**src/rtl/ifid_queue_if.sv**
```systemverilog
// Fetch/decode handshake bundle for ifid_queue: fetch pushes {pc, instruction},
// decode sees the head entry. The queue itself uses the slave modport.
interface ifid_queue_if #(
  parameter int AW = 16,
  parameter int IW = 16
);
  logic          inValid;
  logic          inReady;
  logic [AW-1:0] pc;
  logic [IW-1:0] instruction;
  logic          ifidValid;
  logic [AW-1:0] ifidPC;
  logic [IW-1:0] ifidInstr;

  modport master (
    output inValid, pc, instruction,
    input  inReady, ifidValid, ifidPC, ifidInstr
  );

  modport slave (
    input  inValid, pc, instruction,
    output inReady, ifidValid, ifidPC, ifidInstr
  );
endinterface

```
**src/rtl/ifid_queue.sv**
```systemverilog
// IF/ID circular queue of DEPTH {pc, instruction} entries with flush and NOP-when-empty.
// Optional IFID_OCCUPANCY_EN adds occupancy and overflowAttempt outputs.
module ifid_queue #(
  parameter int            AW        = 16,
  parameter int            IW        = 16,
  parameter int            DEPTH     = 2,
  parameter logic [IW-1:0] NOP_INSTR = '0
) (
  input  logic           clk,
  input  logic           reset,
  input  logic           flush,
  input  logic           stall,
  ifid_queue_if.slave    bus
`ifdef IFID_OCCUPANCY_EN
  ,
  output logic [$clog2(DEPTH):0] occupancy,
  output logic                   overflowAttempt
`endif
);

  localparam int PW = $clog2(DEPTH);
  localparam int CW = PW + 1;
  localparam logic [PW-1:0] PTR_ONE = PW'(1);
  localparam logic [CW-1:0] CNT_ONE = CW'(1);
  localparam logic [CW-1:0] CNT_MAX = CW'(DEPTH);

  logic [PW-1:0] wrPtr;
  logic [PW-1:0] rdPtr;
  logic [CW-1:0] count;
  logic [AW-1:0] pcMem    [DEPTH];
  logic [IW-1:0] instrMem [DEPTH];

  logic full;
  logic notEmpty;
  logic push;
  logic pop;

  // Readiness depends on the current count only, so a full queue never takes a same-cycle push.
  assign full     = (count == CNT_MAX);
  assign notEmpty = (count != '0);
  assign push     = bus.inValid && !full && !flush;
  assign pop      = notEmpty && !stall && !flush;

  assign bus.inReady   = !full;
  assign bus.ifidValid = notEmpty;
  assign bus.ifidPC    = notEmpty ? pcMem[rdPtr]    : '0;
  assign bus.ifidInstr = notEmpty ? instrMem[rdPtr] : NOP_INSTR;

  always_ff @(posedge clk or posedge reset) begin
    if (reset) begin
      wrPtr <= '0;
      rdPtr <= '0;
      count <= '0;
      for (int i = 0; i < DEPTH; i++) begin
        pcMem[i]    <= '0;
        instrMem[i] <= '0;
      end
    end else if (flush) begin
      wrPtr <= '0;
      rdPtr <= '0;
      count <= '0;
    end else begin
      if (push) begin
        pcMem[wrPtr]    <= bus.pc;
        instrMem[wrPtr] <= bus.instruction;
        wrPtr           <= wrPtr + PTR_ONE;
      end
      if (pop) begin
        rdPtr <= rdPtr + PTR_ONE;
      end
      if (push && !pop) begin
        count <= count + CNT_ONE;
      end else if (pop && !push) begin
        count <= count - CNT_ONE;
      end
    end
  end

`ifdef IFID_OCCUPANCY_EN
  assign occupancy = count;

  // Flags a fetch that was turned away because the queue was full.
  always_ff @(posedge clk or posedge reset) begin
    if (reset) begin
      overflowAttempt <= 1'b0;
    end else begin
      overflowAttempt <= bus.inValid && full && !flush;
    end
  end
`endif

endmodule

```
**src/flat_wrapper.sv**
```systemverilog
// flat-port wrapper written by rule: the top's interface ports become plain ports
module ifid_queue_flat 
#(
  parameter int            AW        = 16,
  parameter int            IW        = 16,
  parameter int            DEPTH     = 2,
  parameter logic [IW-1:0] NOP_INSTR = '0
)
  (clk, reset, flush, stall, bus_inValid, bus_pc, bus_instruction, bus_inReady, bus_ifidValid, bus_ifidPC, bus_ifidInstr);
  ifid_queue_if #(.AW(AW), .IW(IW)) bus_i ();
  input  logic clk;
  input  logic reset;
  input  logic flush;
  input  logic stall;
  input wire logic [$bits(bus_i.inValid)-1:0] bus_inValid;
  input wire logic [$bits(bus_i.pc)-1:0] bus_pc;
  input wire logic [$bits(bus_i.instruction)-1:0] bus_instruction;
  output wire logic [$bits(bus_i.inReady)-1:0] bus_inReady;
  output wire logic [$bits(bus_i.ifidValid)-1:0] bus_ifidValid;
  output wire logic [$bits(bus_i.ifidPC)-1:0] bus_ifidPC;
  output wire logic [$bits(bus_i.ifidInstr)-1:0] bus_ifidInstr;
  assign bus_i.inValid = bus_inValid;
  assign bus_i.pc = bus_pc;
  assign bus_i.instruction = bus_instruction;
  assign bus_inReady = bus_i.inReady;
  assign bus_ifidValid = bus_i.ifidValid;
  assign bus_ifidPC = bus_i.ifidPC;
  assign bus_ifidInstr = bus_i.ifidInstr;
  ifid_queue #(.AW(AW), .IW(IW), .DEPTH(DEPTH), .NOP_INSTR(NOP_INSTR)) u_core (.clk(clk), .reset(reset), .flush(flush), .stall(stall), .bus(bus_i));
endmodule
```
**config.mk**
```make
export PLATFORM = sky130hd
export DESIGN_NAME = ifid_queue_flat
export DESIGN_NICKNAME = d
export VERILOG_FILES = /design/src/rtl/ifid_queue_if.sv /design/src/rtl/ifid_queue.sv /design/src/flat_wrapper.sv
export SDC_FILE = /design/constraint.sdc
export NUM_CORES = 1
export LEC_CHECK = 0
export ABC_CLOCK_PERIOD_IN_PS = 2800
export CORE_ASPECT_RATIO = 1.75
export CORE_UTILIZATION = 45
export CTS_BUF_LIST = sky130_fd_sc_hd__clkbuf_8
export DETAILED_ROUTE_END_ITERATION = 10
export GPL_TIMING_DRIVEN = 0
export PLACE_DENSITY = 0.73
export SLEW_MARGIN = 25
export SYNTH_ARGS = -nofsm -noshare
export SYNTH_HDL_FRONTEND = slang
export SYNTH_SLANG_ARGS = --single-unit
```
**constraint.sdc**
```tcl
create_clock -name clk -period 2.8 [get_ports clk]
set_input_delay 0.56 -clock clk [delete_from_list [all_inputs] [get_ports clk]]
set_output_delay 0.56 -clock clk [all_outputs]
set_load 0.02 [all_outputs]
```
==> impl_summary.txt, run 1 <==
----------------------------------------------------
[STA]
  Minimum clock period after layout ... 2630 ps
  Sum of negative setup slack ... 0 ps
  Worst Max-Slew Pin Slew ... 474 ps
  Unrepaired setup endpoints after global routing ... no
  Number of slew-limit violations in the final report ... 0
  Final hold slack ... 484 ps
  Final clock skew ... 6.14 ps
  Count of final hold-check violations ... 0
  Tcrit/Tclk final ... 93.8%
  Fmax ... 381 MHz
  Slew headroom ... 68.1%
  Number of setup violations in the final report ... 0

[Hold path]
  Class of the tightest hold or removal check ... reg2reg

[Final layout]
  Post-route non-filler standard cell count ... 400
  Post-layout utilization of the core ... 62.7%
  Proportion of layout cells with a drive suffix above 1 ... 28.9%
  Multi-input gate area in the final layout ... 0.00131 mm2
  Total inserted antenna cells ... 0
  Area Overhead vs Synth ... 32.7%
  Top library cells by usage in the layout, fill and taps aside ... clkdlybuf4s50_1, dfrtp_1, mux2_2
  Count of nets after finishing ... 352
  Area occupied by registers ... 0.00170 mm2
  Fill count ... 571
  Most frequent standard cell in the layout excluding fill and tap cells ... clkdlybuf4s50_1

[Clocking]
  Buffer count from post-CTS setup fixing ... 0
  Clock buffers created by TritonCTS ... 9
  Longest Clk Path Bufs ... 2
  Cell at the root of the clock tree ... clkbuf_8
  Clock Sink Count ... 68
  CTS tree ... done
  PostCTS Resize Cnt ... 6
  Number of buffers inserted by hold repair at cts ... 0
  Deepest level of the CTS H-tree ... 3
  Clock network latency to the later pin of the worst-skew pair ... 330 ps
  Clock slew at reported path FFs ... 70 ps

[Logic synthesis]
  Xor and xnor fraction of the mapped netlist area ... 0%
  Synthesized instance count ... 234
  Number of enable flip-flop cells after synthesis ... 0
  Fraction of synthesized area in multiplexers ... 33.5%
  Synthesized-area fraction occupied by ao, oa, aoi and oai cells ... 1.41%
  Number of synthesized register bits ... 68
  Main combinational cell family by area after synthesis ... multiplexers
  Ys async rst share ... 100%
  Mapped Nets ... 271
  Cell type with the highest aggregate area in the netlist ... dfrtp_1
  Top cell type's share of synthesized area ... 54.7%
  Synthesized area per cell ... 13.3 um2
  Cell types occupying the most area after synthesis ... dfrtp_1, mux2_2, mux2i_1, nor2_1, mux2_1
  Fraction of the yosys area taken by sequential cells ... 54.7%
  Post-Synthesis Cell Area ... 0.00311 mm2
  YS warnings ... 0
  Simple-gate portion of the synthesized area ... 7.16%
  Distinct cells, synth ... 23
  Post-synth top flop ... dfrtp_1
  Adder-cell share of the synthesized area ... 0%

[GRT]
  Remaining Overflow, GRT ... 0
  Number of global-route vias before repair ... 2235
  Total routing resource utilization after global routing ... 19.3%
  Antenna violations before repair ... 0
  First-pass GRT wire length ... 10.6 mm
  Pin count of the biggest net entering global routing ... 50

[Route]
  Count of vias placed by the detailed router ... 2096
  Drt wl/cell ... 15.7 um
  Detailed-routing iteration count for the pre-antenna-repair pass ... 4
  DRT antenna net count ... 0
  Aggregate routed wire length ... 6.29 mm
  Number of DRC markers after the initial detailed-route iteration ... 135
  Post-route DRC ... 0
  Vias per Instance ... 5.24

[Floorplanning]
  Placement Rows ... 39
  Count of pins on the block boundary ... 71
  Width of the die ... 64.8 um
  Floorplan core area ... 0.00659 mm2
  DIE HEIGHT ... 112 um
  Die area ... 0.00726 mm2
  Starting Density ... 47.2%

[Placed design]
  Placed cells ... 387
  Gp weighted congestion ... 0.704
  Placed wire-length estimate after detailed placement ... 4.51 mm
  Number of buffers inserted by port buffering ... 70

[Worst setup path]
  CP arrival ... 2070 ps
  Worst setup EP type ... primary output
  Worst setup path class ... reg2out
  Maximum fanout encountered on the critical timing path ... 10
  Required time worst endpoint ... 2240 ps
  CP startpoint kind ... flop

[Status]
  Outcome ... completed

[Job]
  Reported max-cap violation count ... 0

[Power and ir drop]
  Power per unit of standard cell area ... 663 mW/mm2
  Maximum resistive drop on vdd ... 415 uV
  Static Leakage ... 1.71 nW

----------------------------------------------------
-- synth_stat cells, drive strengths merged (2+ instances only) --
library cell and instances:
buf 9, mux2i 32, o21ai 3, nand3 2
a21oi 3, nor2 33, nand2b 3, clkbuf 4
or3 2, mux2 64, dfrtp 68, inv 4
-- final timing paths --
check	from	end	slack [ps]	cells past startpoint
setup reg to reg	u_core.count[1]$_DFFE_PP0P_	u_core.instrMem[5]$_DFFE_PP0P_	1050	5
min in group asynchronous	reset	u_core.instrMem[26]$_DFFE_PP0P_	520	2
hold reg to reg	u_core.instrMem[22]$_DFFE_PP0P_	u_core.instrMem[22]$_DFFE_PP0P_	480	1
max in group asynchronous	reset	u_core.pcMem[25]$_DFFE_PP0P_	1770	3
setup / recovery	u_core.count[0]$_DFFE_PP0P_	bus_ifidInstr[14]	170	4
hold / removal	u_core.instrMem[22]$_DFFE_PP0P_	u_core.instrMem[22]$_DFFE_PP0P_	480	1
-- stage by stage --
step	setup slack [ps]	cell area, um2	total power (W)
after floorplan	528	3110	0.00177
after global placement	-590	3910	0.00201
after detailed placement	186	3940	0.00205
after CTS	26.9	4130	0.00277
after global routing	38.0	4130	0.00290
final	173	4130	0.00274
-- worst max-delay path, cell delays in order (launching register included) --
cell and delay (ps):
dfrtp_1 450, nor2_2 320, clkbuf_2 310, nor2_1 100, clkdlybuf4s50_1 550
-- report_power, final --
part | internal, W | total [W] | switching [W]
clock network | 0.000381 | 0.000716 | 0.000335
logic | 0.000402 | 0.000694 | 0.000291
registers | 0.00121 | 0.00133 | 0.000116
-- flip-flops by register name, indices dropped and copies added (netlist names) --
name and flops:
u_core.instrMem 32, u_core.count 2, u_core.rdPtr 1, u_core.pcMem 32, u_core.wrPtr 1
-- cell families after synthesis --
family	after synthesis
multiplexers	96
AND/OR/NAND/NOR	45
AO/OA/AOI/OAI	8
buffers and inverters	17
flip-flops	68
-- area by class of cell --
class | count | area share (%)
sequential | 68 | 41.2
multi-input combinational | 149 | 31.7
timing repair buffer | 71 | 17.6
clock buffer | 12 | 4.00
tap | 82 | 2.48
buffer | 12 | 2.27
inverter | 4 | 0.424
clock inverter | 2 | 0.242
-- routing by layer --
layer | part of all wire, % | vias to the layer above | global-route usage [%]
met4 | 1.5 | 0 | 8.44
met1 | 39 | 1073 | 21.8
met2 | 56 | 42 | 34.3
met3 | 3.5 | 8 | 3.69
met5 | 0 | - | 0
li1 | - | 973 | -
Power figures use the tool's default switching activity.
==> inputs of run 2 (changes only) <==
- CORE_UTILIZATION: 45 -> 52
- PLACE_DENSITY: 0.73 -> 0.82
==> run 2 against run 1 <==
Setup slack lost 20 ps. Maximum frequency fell by 0.77%. Design area rose by 0.27%. Sequential share of layout area shrank 0.11 points. Die area fell by 13%. Utilization increased by 10 points. Wire length fell by 1.0%. Critical path depth stayed put. Final cell count is 1.0% lower. Hold slack worse by 0.76 ps. Non-clock buffer count stayed put. Critical path type unchanged.
==> impl_summary.txt, run 2 (synthesis gave the netlist of run 1 again) <==
----------------------------------------------------
[Worst setup path]
  Worst setup path class ... reg2out
  Start of the worst register-to-register path ... u_core.count[1]$_DFFE_PP0P_
  Crit. Startpoint ... u_core.count[0]$_DFFE_PP0P_
  Required time worst endpoint ... 2240 ps
  R2R Setup Slk ... 1060 ps
  Cell with the largest stage delay on the worst path ... clkdlybuf4s50_1
  CP startpoint kind ... flop
  End point of the critical path ... bus_ifidInstr[8]
  Reg-to-Reg End ... u_core.pcMem[25]$_DFFE_PP0P_
  Maximum fanout encountered on the critical timing path ... 10
  Biggest cell delay along the critical path ... 560 ps
  CP arrival ... 2090 ps
  Length in cells of the worst reg-to-reg path ... 4
  List of cells traversed by the critical path ... nor2_2 > clkbuf_2 > nor2_1 > clkdlybuf4s50_1
  Worst setup EP type ... primary output

[Final layout]
  Count of nets after finishing ... 352
  Proportion of layout cells with a drive suffix above 1 ... 29.4%
  Most frequent standard cell in the layout excluding fill and tap cells ... clkdlybuf4s50_1
  Total inserted antenna cells ... 0
  Top library cells by usage in the layout, fill and taps aside ... clkdlybuf4s50_1, dfrtp_1, mux2_2
  Biggest registers after layout ... u_core.instrMem: 32 flops, u_core.pcMem: 32 flops, u_core.count: 2 flops
  Post-route non-filler standard cell count ... 396
  Area Overhead vs Synth ... 33.1%

[Clocking]
  CTS tree ... done
  Clock slew at reported path FFs ... 70 ps
  Clock network latency to the later pin of the worst-skew pair ... 340 ps
  Clock buffers created by TritonCTS ... 9
  Longest Clk Path Bufs ... 2
  Clock Sink Count ... 68
  Number of buffers inserted by hold repair at cts ... 0
  Deepest level of the CTS H-tree ... 3
  Cell at the root of the clock tree ... clkbuf_8

[Route]
  Vias per Instance ... 5.25
  Number of DRC markers after the initial detailed-route iteration ... 82
  Post-route DRC ... 0
  Detailed-routing iteration count for the pre-antenna-repair pass ... 5
  Drt wl/cell ... 15.7 um
  DRT antenna net count ... 0
  Count of vias placed by the detailed router ... 2078
  Aggregate routed wire length ... 6.23 mm

[STA]
  Tcrit/Tclk final ... 94.5%
  Fmax ... 378 MHz
  Slew headroom ... 66.7%
  Worst Max-Slew Pin Slew ... 495 ps
  Unrepaired setup endpoints after global routing ... no
  Minimum clock period after layout ... 2650 ps
  Final clock skew ... 7.14 ps
  Sum of negative setup slack ... 0 ps
  Number of slew-limit violations in the final report ... 0
  Final hold slack ... 483 ps
  Number of setup violations in the final report ... 0
  Count of final hold-check violations ... 0

[Job]
  Reported max-cap violation count ... 0

[GRT]
  Pin count of the biggest net entering global routing ... 39
  Total routing resource utilization after global routing ... 22.5%
  Number of global-route vias before repair ... 2194
  First-pass GRT wire length ... 10.4 mm
  Remaining Overflow, GRT ... 0
  Antenna violations before repair ... 0

[Floorplanning]
  DIE HEIGHT ... 104 um
  Floorplan core area ... 0.00568 mm2
  Count of pins on the block boundary ... 71
  Die area ... 0.00631 mm2
  Placement Rows ... 36
  Width of the die ... 60.5 um
  Starting Density ... 54.8%

[Placed design]
  Placed wire-length estimate after detailed placement ... 4.44 mm
  Gp weighted congestion ... 0.733
  Number of buffers inserted by port buffering ... 70
  Placed cells ... 381

[Power and ir drop]
  Maximum resistive drop on vdd ... 509 uV
  Static Leakage ... 1.72 nW
  Power per unit of standard cell area ... 684 mW/mm2

[Status]
  Outcome ... completed

[Hold path]
  Class of the tightest hold or removal check ... reg2reg

----------------------------------------------------
[run 2: cell types whose count changed in the layout (fill, tap and decap cells not counted)]
cell and delta:
buf_12 +1, buf_16 -1, bufinv_16 +1, clkbuf_8 -1, clkinv_2 +2
[run 2: layout make-up]
| cell class | count | area, um2 |
|---|---|---|
| timing repair buffer | 71 | 721 |
| fill | 439 | 1540 |
| multi-input combinational | 149 | 1310 |
| clock buffer | 11 | 151 |
| tap | 76 | 95.1 |
| sequential | 68 | 1700 |
| clock inverter | 5 | 50.0 |
| buffer | 12 | 93.8 |
| inverter | 4 | 17.5 |
[run 2: worst min path at each step]
stage / cells after the start / start / end / slack [ps]
floorplan: 1 / u_core.instrMem[20]$_DFFE_PP0P_ / u_core.instrMem[20]$_DFFE_PP0P_ / 460
global placement: 1 / u_core.pcMem[29]$_DFFE_PP0P_ / u_core.pcMem[29]$_DFFE_PP0P_ / 470
detailed placement: 1 / u_core.pcMem[29]$_DFFE_PP0P_ / u_core.pcMem[29]$_DFFE_PP0P_ / 470
CTS: 1 / u_core.instrMem[22]$_DFFE_PP0P_ / u_core.instrMem[22]$_DFFE_PP0P_ / 490
global route: 1 / u_core.pcMem[29]$_DFFE_PP0P_ / u_core.pcMem[29]$_DFFE_PP0P_ / 510
finish: 1 / u_core.instrMem[22]$_DFFE_PP0P_ / u_core.instrMem[22]$_DFFE_PP0P_ / 480
[run 2: power breakdown]
group / internal (W) / total, W / switching [W]
clock: 0.000453 / 0.000807 / 0.000354
combinational: 0.000401 / 0.000692 / 0.000291
sequential: 0.00121 / 0.00133 / 0.000118
total: 0.00207 / 0.00283 / 0.000763
[run 2: stage by stage]
| stage | area (um2) | util [%] | worst slack, ps | total power (W) |
|---|---|---|---|---|
| after global placement | 3910 | 68.8 | -572 | 0.00201 |
| after detailed placement | 3930 | 69.2 | 228 | 0.00205 |
| after floorplan | 3110 | - | 528 | 0.00177 |
| after global routing | 4140 | 72.9 | 53.0 | 0.00298 |
| after CTS | 4140 | 73.0 | 51.8 | 0.00286 |
| final | 4140 | 72.9 | 153 | 0.00283 |
[run 2: per-layer routing]
layer / track usage, % / part of all wire [%] / vias to the layer above
met5: 0 / 0 / -
met4: 10.9 / 1.9 / 0
met3: 5.22 / 4.0 / 12
met2: 37.4 / 55 / 46
met1: 26.1 / 39 / 1050
li1: - / - / 970
[run 2: timing repair]
item	4_1_cts	5_1_grt
gates cloned	0	0
endpoints found under the setup margin	30	20
gates resized for setup	7	0
buffers inserted	0	0
hold endpoints to repair	0	0
[run 2: critical path, delay by kind of cell (launching register included)]
kind / cells / cell delay (ps)
buf+inv: 2 / 870
flops: 1 / 450
simple gates: 2 / 420
